## src/rtl/instr_encoder_pkg.sv

```systemverilog
// ---------------------------------------------------------------------------
// opcodes package: opcode enumeration shared with the ALU/opcode decode path,
// plus the items the instruction encoder needs.
//   Opcode_t   : 5-bit instruction opcode
//   enc_fmt_t  : encoding format of an opcode (R, I8, I5, or X = no encoding)
//   fmt_of()   : maps an opcode to its encoding format
//   OPW/REGW/IMM8W/IMM5W : instruction field widths
// ---------------------------------------------------------------------------
package opcodes;

    localparam int OPW   = 5;
    localparam int REGW  = 3;
    localparam int IMM8W = 8;
    localparam int IMM5W = 5;

    typedef enum logic [OPW-1:0] {
        OP_NOP  = 5'h00,
        OP_ADD  = 5'h01,
        OP_SUB  = 5'h02,
        OP_AND  = 5'h03,
        OP_OR   = 5'h04,
        OP_XOR  = 5'h05,
        OP_LUI  = 5'h08,
        OP_LLI  = 5'h09,
        OP_LDW  = 5'h0C,
        OP_STW  = 5'h0D,
        OP_ADDI = 5'h0E,
        OP_ILL  = 5'h1F
    } Opcode_t;

    typedef enum logic [1:0] {
        FmtR  = 2'd0,
        FmtI8 = 2'd1,
        FmtI5 = 2'd2,
        FmtX  = 2'd3
    } enc_fmt_t;

    // Opcodes without a defined encoding (including OP_ILL) fall into FmtX.
    function automatic enc_fmt_t fmt_of(input Opcode_t op);
        enc_fmt_t fmt;
        case (op)
            OP_NOP, OP_ADD, OP_SUB, OP_AND, OP_OR, OP_XOR: fmt = FmtR;
            OP_LUI, OP_LLI:                                 fmt = FmtI8;
            OP_LDW, OP_STW, OP_ADDI:                        fmt = FmtI5;
            default:                                        fmt = FmtX;
        endcase
        return fmt;
    endfunction

endpackage : opcodes

```

## src/rtl/instr_encoder_fifo.sv

```systemverilog
// ---------------------------------------------------------------------------
// sync_fifo: single-clock FIFO used as the encoder's request queue.
// Ports:
//   clk, rst_n           : clock, synchronous active-low reset
//   push, push_data      : write side; accepted when not full or popping
//   pop, pop_data        : read side; pop_data is the current head
//   full, empty          : occupancy flags
// Parameters: DEPTH (power of two, >= 2), W (word width).
// ---------------------------------------------------------------------------
module sync_fifo #(
    parameter int DEPTH = 4,
    parameter int W     = 16
) (
    input  logic         clk,
    input  logic         rst_n,
    input  logic         push,
    input  logic [W-1:0] push_data,
    input  logic         pop,
    output logic [W-1:0] pop_data,
    output logic         full,
    output logic         empty
);

    localparam int PW = $clog2(DEPTH);

    logic [W-1:0]  mem_r [DEPTH];
    logic [PW-1:0] wr_ptr_r;
    logic [PW-1:0] rd_ptr_r;
    logic [PW:0]   cnt_r;
    logic          do_pop_s;
    logic          do_push_s;

    assign empty    = (cnt_r == '0);
    assign full     = (cnt_r == (PW+1)'(DEPTH));
    assign pop_data = mem_r[rd_ptr_r];

    // Qualify push/pop; a push while full is allowed only alongside a pop.
    always_comb begin
        do_pop_s  = pop && !empty;
        do_push_s = push && (!full || do_pop_s);
    end

    // Storage array: data needs no reset, occupancy is tracked by cnt_r.
    always_ff @(posedge clk) begin
        if (do_push_s) begin
            mem_r[wr_ptr_r] <= push_data;
        end
    end

    // Pointers and occupancy count.
    always_ff @(posedge clk) begin
        if (!rst_n) begin
            wr_ptr_r <= '0;
            rd_ptr_r <= '0;
            cnt_r    <= '0;
        end else begin
            if (do_push_s) begin
                wr_ptr_r <= wr_ptr_r + PW'(1);
            end
            if (do_pop_s) begin
                rd_ptr_r <= rd_ptr_r + PW'(1);
            end
            case ({do_push_s, do_pop_s})
                2'b10:   cnt_r <= cnt_r + (PW+1)'(1);
                2'b01:   cnt_r <= cnt_r - (PW+1)'(1);
                default: cnt_r <= cnt_r;
            endcase
        end
    end

endmodule : sync_fifo

```

## src/rtl/instr_encoder.sv

```systemverilog
// ---------------------------------------------------------------------------
// instr_encoder: packs symbolic instruction requests into 16-bit words and
// writes them to program memory at auto-incrementing addresses, through a
// DEPTH-entry request FIFO.
// Ports:
//   Clock, nReset        : clock, synchronous active-low reset
//   Start, BaseAddr      : begin a run at BaseAddr (IDLE/DONE only)
//   Finish               : drain the queue, then enter DONE (RUN only)
//   ReqValid/ReqReady    : request handshake; OpCode, Rd, Ra, Rb, Imm fields
//   WrValid/WrReady      : memory write handshake; WrAddr, WrData
//   Busy, Done, Count, Err : status (Err is sticky until Start or reset)
// Optional feature macro INSTR_ENC_RANGE_CHECK_EN: when defined, immediate
// bits that do not fit the opcode's format are an error (word dropped, Err
// set); when undefined they are silently truncated.
// ---------------------------------------------------------------------------
module instr_encoder
    import opcodes::*;
#(
    parameter int DEPTH = 4,
    parameter int AW    = 16
) (
    input  logic                 Clock,
    input  logic                 nReset,
    input  logic                 Start,
    input  logic [AW-1:0]        BaseAddr,
    input  logic                 Finish,
    input  logic                 ReqValid,
    output logic                 ReqReady,
    input  Opcode_t              OpCode,
    input  logic [REGW-1:0]      Rd,
    input  logic [REGW-1:0]      Ra,
    input  logic [REGW-1:0]      Rb,
    input  logic [IMM8W-1:0]     Imm,
    output logic                 WrValid,
    input  logic                 WrReady,
    output logic [AW-1:0]        WrAddr,
    output logic [15:0]          WrData,
    output logic                 Busy,
    output logic                 Done,
    output logic [AW-1:0]        Count,
    output logic                 Err
);

    typedef enum logic [1:0] {
        IDLE  = 2'd0,
        RUN   = 2'd1,
        FLUSH = 2'd2,
        DONE  = 2'd3
    } enc_state_t;

    enc_state_t  state_r;
    enc_state_t  next_state_s;
    logic [AW-1:0] addr_r;
    logic [AW-1:0] count_r;
    logic        err_r;

    enc_fmt_t    fmt_s;
    logic [15:0] word_s;
    logic        bad_s;
    logic        accept_s;
    logic        push_s;
    logic        start_s;
    logic        wr_valid_s;
    logic        wr_fire_s;
    logic        fifo_full_s;
    logic        fifo_empty_s;
    logic [15:0] fifo_head_s;

    // Encode the request currently on the input fields.
    always_comb begin
        fmt_s  = fmt_of(OpCode);
        word_s = 16'h0000;
        bad_s  = 1'b0;
        case (fmt_s)
            FmtR:    word_s = {OpCode, Rd, Ra, Rb, 2'b00};
            FmtI8:   word_s = {OpCode, Rd, Imm};
            FmtI5:   word_s = {OpCode, Rd, Ra, Imm[IMM5W-1:0]};
            FmtX:    bad_s  = 1'b1;
            default: bad_s  = 1'b1;
        endcase
`ifdef INSTR_ENC_RANGE_CHECK_EN
        if ((fmt_s == FmtR) && (Imm != 8'h00)) begin
            bad_s = 1'b1;
        end else if ((fmt_s == FmtI5) && (Imm[7:5] != 3'b000)) begin
            bad_s = 1'b1;
        end else begin
            bad_s = bad_s;
        end
`endif
    end

    // Handshake qualifiers. Start is only honoured from IDLE or DONE, so it
    // never coincides with a memory write.
    always_comb begin
        ReqReady   = (state_r == RUN) && !fifo_full_s;
        accept_s   = ReqValid && ReqReady;
        push_s     = accept_s && !bad_s;
        start_s    = Start && ((state_r == IDLE) || (state_r == DONE));
        wr_valid_s = !fifo_empty_s && ((state_r == RUN) || (state_r == FLUSH));
        wr_fire_s  = wr_valid_s && WrReady;
    end

    sync_fifo #(
        .DEPTH (DEPTH),
        .W     (16)
    ) u_fifo (
        .clk       (Clock),
        .rst_n     (nReset),
        .push      (push_s),
        .push_data (word_s),
        .pop       (wr_fire_s),
        .pop_data  (fifo_head_s),
        .full      (fifo_full_s),
        .empty     (fifo_empty_s)
    );

    // Next-state logic. FLUSH completes once the queue has fully drained.
    always_comb begin
        next_state_s = state_r;
        case (state_r)
            IDLE: begin
                if (Start) next_state_s = RUN;
                else       next_state_s = IDLE;
            end
            RUN: begin
                if (Finish) next_state_s = FLUSH;
                else        next_state_s = RUN;
            end
            FLUSH: begin
                if (fifo_empty_s) next_state_s = DONE;
                else              next_state_s = FLUSH;
            end
            DONE: begin
                if (Start) next_state_s = RUN;
                else       next_state_s = DONE;
            end
            default: next_state_s = IDLE;
        endcase
    end

    // State register.
    always_ff @(posedge Clock) begin
        if (!nReset) begin
            state_r <= IDLE;
        end else begin
            state_r <= next_state_s;
        end
    end

    // Write address and word count: loaded on Start, advanced per write.
    // The address wraps silently modulo 2^AW.
    always_ff @(posedge Clock) begin
        if (!nReset) begin
            addr_r  <= '0;
            count_r <= '0;
        end else if (start_s) begin
            addr_r  <= BaseAddr;
            count_r <= '0;
        end else if (wr_fire_s) begin
            addr_r  <= addr_r + AW'(1);
            count_r <= count_r + AW'(1);
        end else begin
            addr_r  <= addr_r;
            count_r <= count_r;
        end
    end

    // Sticky error: set by an accepted request whose word is dropped.
    always_ff @(posedge Clock) begin
        if (!nReset) begin
            err_r <= 1'b0;
        end else if (start_s) begin
            err_r <= 1'b0;
        end else if (accept_s && bad_s) begin
            err_r <= 1'b1;
        end else begin
            err_r <= err_r;
        end
    end

    // WrData is forced to zero when idle so stale queue storage (which is not
    // reset) never appears on the bus, e.g. right after a reset.
    assign WrValid = wr_valid_s;
    assign WrData  = wr_valid_s ? fifo_head_s : 16'h0000;
    assign WrAddr  = addr_r;
    assign Count   = count_r;
    assign Err     = err_r;
    assign Busy    = (state_r != IDLE);
    assign Done    = (state_r == DONE);

endmodule : instr_encoder

```

## config.mk

```make
export PLATFORM = sky130hd
export DESIGN_NAME = instr_encoder
export DESIGN_NICKNAME = d
export VERILOG_FILES = /design/src/rtl/instr_encoder_pkg.sv /design/src/rtl/instr_encoder_fifo.sv /design/src/rtl/instr_encoder.sv
export SDC_FILE = /design/constraint.sdc
export NUM_CORES = 1
export LEC_CHECK = 0
export CORE_ASPECT_RATIO = 2
export CORE_MARGIN = 4
export CORE_UTILIZATION = 40
export CTS_CLUSTER_DIAMETER = 200
export DETAILED_ROUTE_END_ITERATION = 7
export SLEW_MARGIN = 30
export SYNTH_ARGS = -nofsm -noshare
export SYNTH_HDL_FRONTEND = slang
export SYNTH_SLANG_ARGS = --single-unit
```

## constraint.sdc

```tcl
create_clock -name Clock -period 4.1 [get_ports Clock]
set_input_delay 0.82 -clock Clock [delete_from_list [all_inputs] [get_ports Clock]]
set_output_delay 0.82 -clock Clock [all_outputs]
set_load 0.02 [all_outputs]
```

==> flow_results.xml <==
<?xml version="1.0" encoding="UTF-8"?>
<metrics>
  <group name="cells_and_area">
    <metric name="layout-drive-gt1-share" unit="%">8.876</metric>
    <metric name="antenna_cells_inserted" unit="">0</metric>
    <metric name="final_core_util" unit="%">53.41</metric>
    <metric name="area_growth_synth_to_finish" unit="%">30.25</metric>
    <metric name="fin_nets" unit="">559</metric>
  </group>
  <group name="routing">
    <metric name="detail_route.wirelength" unit="microns">10790</metric>
    <metric name="drtPass1Iterations" unit="">4</metric>
    <metric name="drtAntennaViolNets" unit="">0</metric>
    <metric name="met2WireLength" unit="microns">6287</metric>
    <metric name="drcViolationCount" unit="">0</metric>
    <metric name="vias_per_cell" unit="">5.276</metric>
    <metric name="route.met3.wl" unit="microns">507</metric>
    <metric name="drt_iter0_drc" unit="">118</metric>
    <metric name="route.vias.total" unit="">3440</metric>
    <metric name="topRoutingLayerUsed" unit="">met4</metric>
    <metric name="met1Wirelength" unit="microns">3876</metric>
    <metric name="average_wire_per_cell_in_the_routed_design" unit="microns">16.54</metric>
  </group>
  <group name="grt">
    <metric name="grt_first_pass_wirelength" unit="microns">17450</metric>
    <metric name="grt_overflow" unit="">0</metric>
    <metric name="groute.usage.overall" unit="%">16.08</metric>
    <metric name="initial_antenna_violation_count" unit="">0</metric>
    <metric name="first_global_vias" unit="">3547</metric>
    <metric name="maximum_number_of_pins_on_one_net_before_global_route_repair" unit="">36</metric>
  </group>
  <group name="clock_network">
    <metric name="cts_sink_count" unit="">108</metric>
    <metric name="cts_buffer_depth" unit="">2</metric>
    <metric name="worst_setup_hold_path_clk_slew" unit="ns">0.08</metric>
    <metric name="cts_tree" unit="">yes</metric>
    <metric name="cts_buffers" unit="">9</metric>
    <metric name="ctsResizeCount" unit="">0</metric>
    <metric name="cts_hold_buffers" unit="">0</metric>
    <metric name="root_buffer_cell" unit="">sky130_fd_sc_hd__clkbuf_16</metric>
    <metric name="cts_setup_buffers" unit="">0</metric>
    <metric name="clk-insertion-delay-late" unit="ns">0.34</metric>
    <metric name="cts_max_level" unit="">3</metric>
  </group>
  <group name="critical_path">
    <metric name="cp_cell_sequence" unit="">inv_1 &gt; ha_1 &gt; nand2b_1 &gt; nor2b_1 &gt; clkdlybuf4s50_1</metric>
    <metric name="critical-path-slowest-cell" unit="">sky130_fd_sc_hd__clkdlybuf4s50_1</metric>
    <metric name="rr_startpoint" unit="">u_fifo.cnt_r[2]</metric>
    <metric name="cp_max_fo" unit="">17</metric>
    <metric name="critPathMaxStageDelay" unit="ns">0.63</metric>
    <metric name="critical_path_required" unit="ns">3.28</metric>
    <metric name="endpoint_type_of_the_worst_setup_path" unit="">output pin</metric>
    <metric name="critPathLaunchType" unit="">flip-flop</metric>
    <metric name="worst_ep_arrival_time" unit="ns">2.43</metric>
    <metric name="setup.worst_path.start" unit="">state_r[0]</metric>
    <metric name="critical_path.n_buffers_inverters" unit="">2</metric>
    <metric name="critical_path_class" unit="">reg -&gt; out</metric>
    <metric name="critical_path.top_delay_family" unit="">buffers and inverters</metric>
  </group>
  <group name="placed_design">
    <metric name="portBuffers" unit="">96</metric>
    <metric name="globalplace.congestion" unit="">0.8131</metric>
    <metric name="dp.final_hpwl" unit="microns">8088</metric>
  </group>
  <group name="logic_synthesis">
    <metric name="ys_dominant_reg_cell" unit="">sky130_fd_sc_hd__edfxtp_1</metric>
    <metric name="synth_cell_types" unit="">47</metric>
    <metric name="number_of_synthesized_register_bits" unit="">108</metric>
    <metric name="yosysMostFrequentCell" unit="">sky130_fd_sc_hd__edfxtp_1</metric>
    <metric name="synthCells" unit="">398</metric>
    <metric name="async_flop_share" unit="%">0</metric>
    <metric name="synth-seq-area-share" unit="%">58.06</metric>
    <metric name="synth.largest_area_cell" unit="">sky130_fd_sc_hd__edfxtp_1</metric>
    <metric name="synth_enable_flop_cells" unit="">64</metric>
    <metric name="synth.avg_cell_area" unit="sq um">12.13</metric>
    <metric name="ys_warn_count" unit="">0</metric>
    <metric name="yosys-top-cells-count" unit="">64 x sky130_fd_sc_hd__edfxtp_1, 44 x sky130_fd_sc_hd__dfxtp_1, 24 x sky130_fd_sc_hd__o21ai_0</metric>
    <metric name="cell_area_synth" unit="sq um">4827</metric>
    <metric name="cell_types_with_the_largest_area_share_after_synthesis" unit="">sky130_fd_sc_hd__edfxtp_1 40%, sky130_fd_sc_hd__dfxtp_1 18%, sky130_fd_sc_hd__mux4_2 7.5%, sky130_fd_sc_hd__ha_1 3.1%, sky130_fd_sc_hd__o21ai_0 2.5%</metric>
    <metric name="netlist.area_leader.share" unit="%">39.81</metric>
  </group>
  <group name="floorplanning">
    <metric name="core_area" unit="sq um">11770</metric>
    <metric name="placementRows" unit="">56</metric>
    <metric name="dieArea" unit="sq um">14000</metric>
    <metric name="fp.dieW" unit="microns">85.68</metric>
    <metric name="floorplan.die.height" unit="microns">163.4</metric>
    <metric name="io_pins" unit="">97</metric>
    <metric name="initial_util" unit="%">41.01</metric>
  </group>
  <group name="sta">
    <metric name="report.final.hold_viol_count" unit="">0</metric>
    <metric name="finClkSkew" unit="ns">0.007015</metric>
    <metric name="post-route-min-period" unit="ns">3.251</metric>
    <metric name="timing_worst_slew_pin_value" unit="ns">0.8238</metric>
    <metric name="maxSlewHeadroom" unit="%">45.00</metric>
    <metric name="final-setup-viol-count" unit="">0</metric>
    <metric name="slew_violations" unit="">0</metric>
    <metric name="highest_clock_rate" unit="MHz">307.6</metric>
    <metric name="rsz0062_at_grt" unit="">false</metric>
    <metric name="final_min_period_over_clock_period" unit="%">79.30</metric>
    <metric name="timing.setup.tns" unit="ns">0</metric>
  </group>
  <group name="job">
    <metric name="max-cap-violations" unit="">0</metric>
  </group>
  <group name="power_and_ir_drop">
    <metric name="power_density" unit="nW/um^2">358.5</metric>
    <metric name="leakage" unit="nW">2.112</metric>
    <metric name="largest_voltage_drop_on_the_vdd_net" unit="mV">0.2734</metric>
  </group>
  <group name="status">
    <metric name="run_status" unit="">complete, no violations</metric>
  </group>
  <group name="hold_path">
    <metric name="hold_start" unit="">Count[15]</metric>
    <metric name="worstHoldPathType" unit="">reg -&gt; reg</metric>
  </group>
</metrics>
==> through the flow <==
step / hold WS, ns / power (mW) / setup slack [ns] / cells / area, sq um
after CTS: 0.4980 / 2.286 / 0.7692 / 652 / 6287
after global routing: 0.5245 / 2.353 / 0.6287 / 652 / 6287
after detailed placement: 0.4837 / 1.434 / 0.8460 / 636 / 5989
after floorplan: 0.4837 / 1.320 / 1.461 / 401 / 4838
final: 0.4904 / 2.254 / 0.8489 / 652 / 6287
after global placement: 0.4633 / 1.431 / 0.9472 / 636 / 5989
==> kinds of logic after synthesis <==
family          Yosys count  synth area share, %
compound gates           72                9.072
xor+xnor                 22                3.992
mux                      19                8.087
buf+inv                  37                3.007
simple gates            126                14.18
fa+ha+maj                13                3.525
flops                   108                58.06
other cells               1              0.07769
==> final timing paths <==
path / to / slack, ns / cells past startpoint
worst min-delay path: Count[15] / 0.49 / 2
worst max register to register: u_fifo.cnt_r[2] / 1.57 / 10
worst max-delay path: WrData[0] / 0.85 / 5
worst min register to register: Count[15] / 0.49 / 2
==> worst min-delay path, stage by stage, from the launching register on <==
cell and delay (ns):
sky130_fd_sc_hd__dfxtp_1 0.32, sky130_fd_sc_hd__o31ai_1 0.06, sky130_fd_sc_hd__a21oi_1 0.06
==> placed cells by master (no fill, tap or decap), types with 3 or more instances in the layout <==
master	netlist	routed
sky130_fd_sc_hd__dfxtp_1	44	44
sky130_fd_sc_hd__inv_1	20	20
sky130_fd_sc_hd__or4_1	4	4
sky130_fd_sc_hd__nand2_1	22	22
sky130_fd_sc_hd__mux4_2	16	16
sky130_fd_sc_hd__buf_4	0	10
sky130_fd_sc_hd__or3_1	8	8
sky130_fd_sc_hd__and3_1	8	8
sky130_fd_sc_hd__nor2_1	19	19
sky130_fd_sc_hd__a31oi_1	4	4
sky130_fd_sc_hd__nand3_1	12	12
sky130_fd_sc_hd__clkbuf_16	0	9
sky130_fd_sc_hd__ha_1	12	12
sky130_fd_sc_hd__nor4_1	4	4
sky130_fd_sc_hd__mux2i_1	3	3
sky130_fd_sc_hd__edfxtp_1	64	64
sky130_fd_sc_hd__a22o_1	3	3
sky130_fd_sc_hd__nor2b_1	18	18
sky130_fd_sc_hd__o21ai_0	24	24
sky130_fd_sc_hd__a21oi_1	23	23
sky130_fd_sc_hd__conb_1	1	4
sky130_fd_sc_hd__and4_1	4	4
sky130_fd_sc_hd__clkdlybuf4s50_1	0	96
sky130_fd_sc_hd__nand4_1	8	8
sky130_fd_sc_hd__a211oi_1	3	3
sky130_fd_sc_hd__xnor2_1	10	10
sky130_fd_sc_hd__and2_1	8	8
sky130_fd_sc_hd__xor2_1	12	12
sky130_fd_sc_hd__nor3_1	5	5
==> layout make-up <==
class                      count  area (sq um)
clock buffer                   9         225.2
timing repair buffer         106          1036
multi-input combinational    256          1891
fill                        1064          5484
inverter                      21         78.83
tap                          145         181.4
sequential                   108          2803
clock inverter                 7         72.57
==> sequential cells by signal, summed over array words and instances (netlist names), named ones only <==
| signal | cells |
|---|---|
| Err | 1 |
| state_r | 2 |
| u_fifo.cnt_r | 3 |
| Count | 16 |
| WrAddr | 16 |
| u_fifo.mem_r | 64 |
| u_fifo.wr_ptr_r | 2 |
| u_fifo.rd_ptr_r | 2 |
==> layer usage <==
metal  vias to the layer above  track usage [%]
li1                       1684                -
met1                      1669            16.27
met2                        77            31.41
met3                        10            4.089
met4                         0            4.611
met5                         -                0
==> power by group <==
| group | total [mW] | internal (mW) | leakage, nW | switching, mW |
|---|---|---|---|---|
| Sequential | 1.19 | 1.17 | 0.946 | 0.0233 |
| Combinational | 0.216 | 0.109 | 1.02 | 0.107 |
| Clock | 0.846 | 0.430 | 0.143 | 0.416 |
Power figures use the tool's default switching activity.
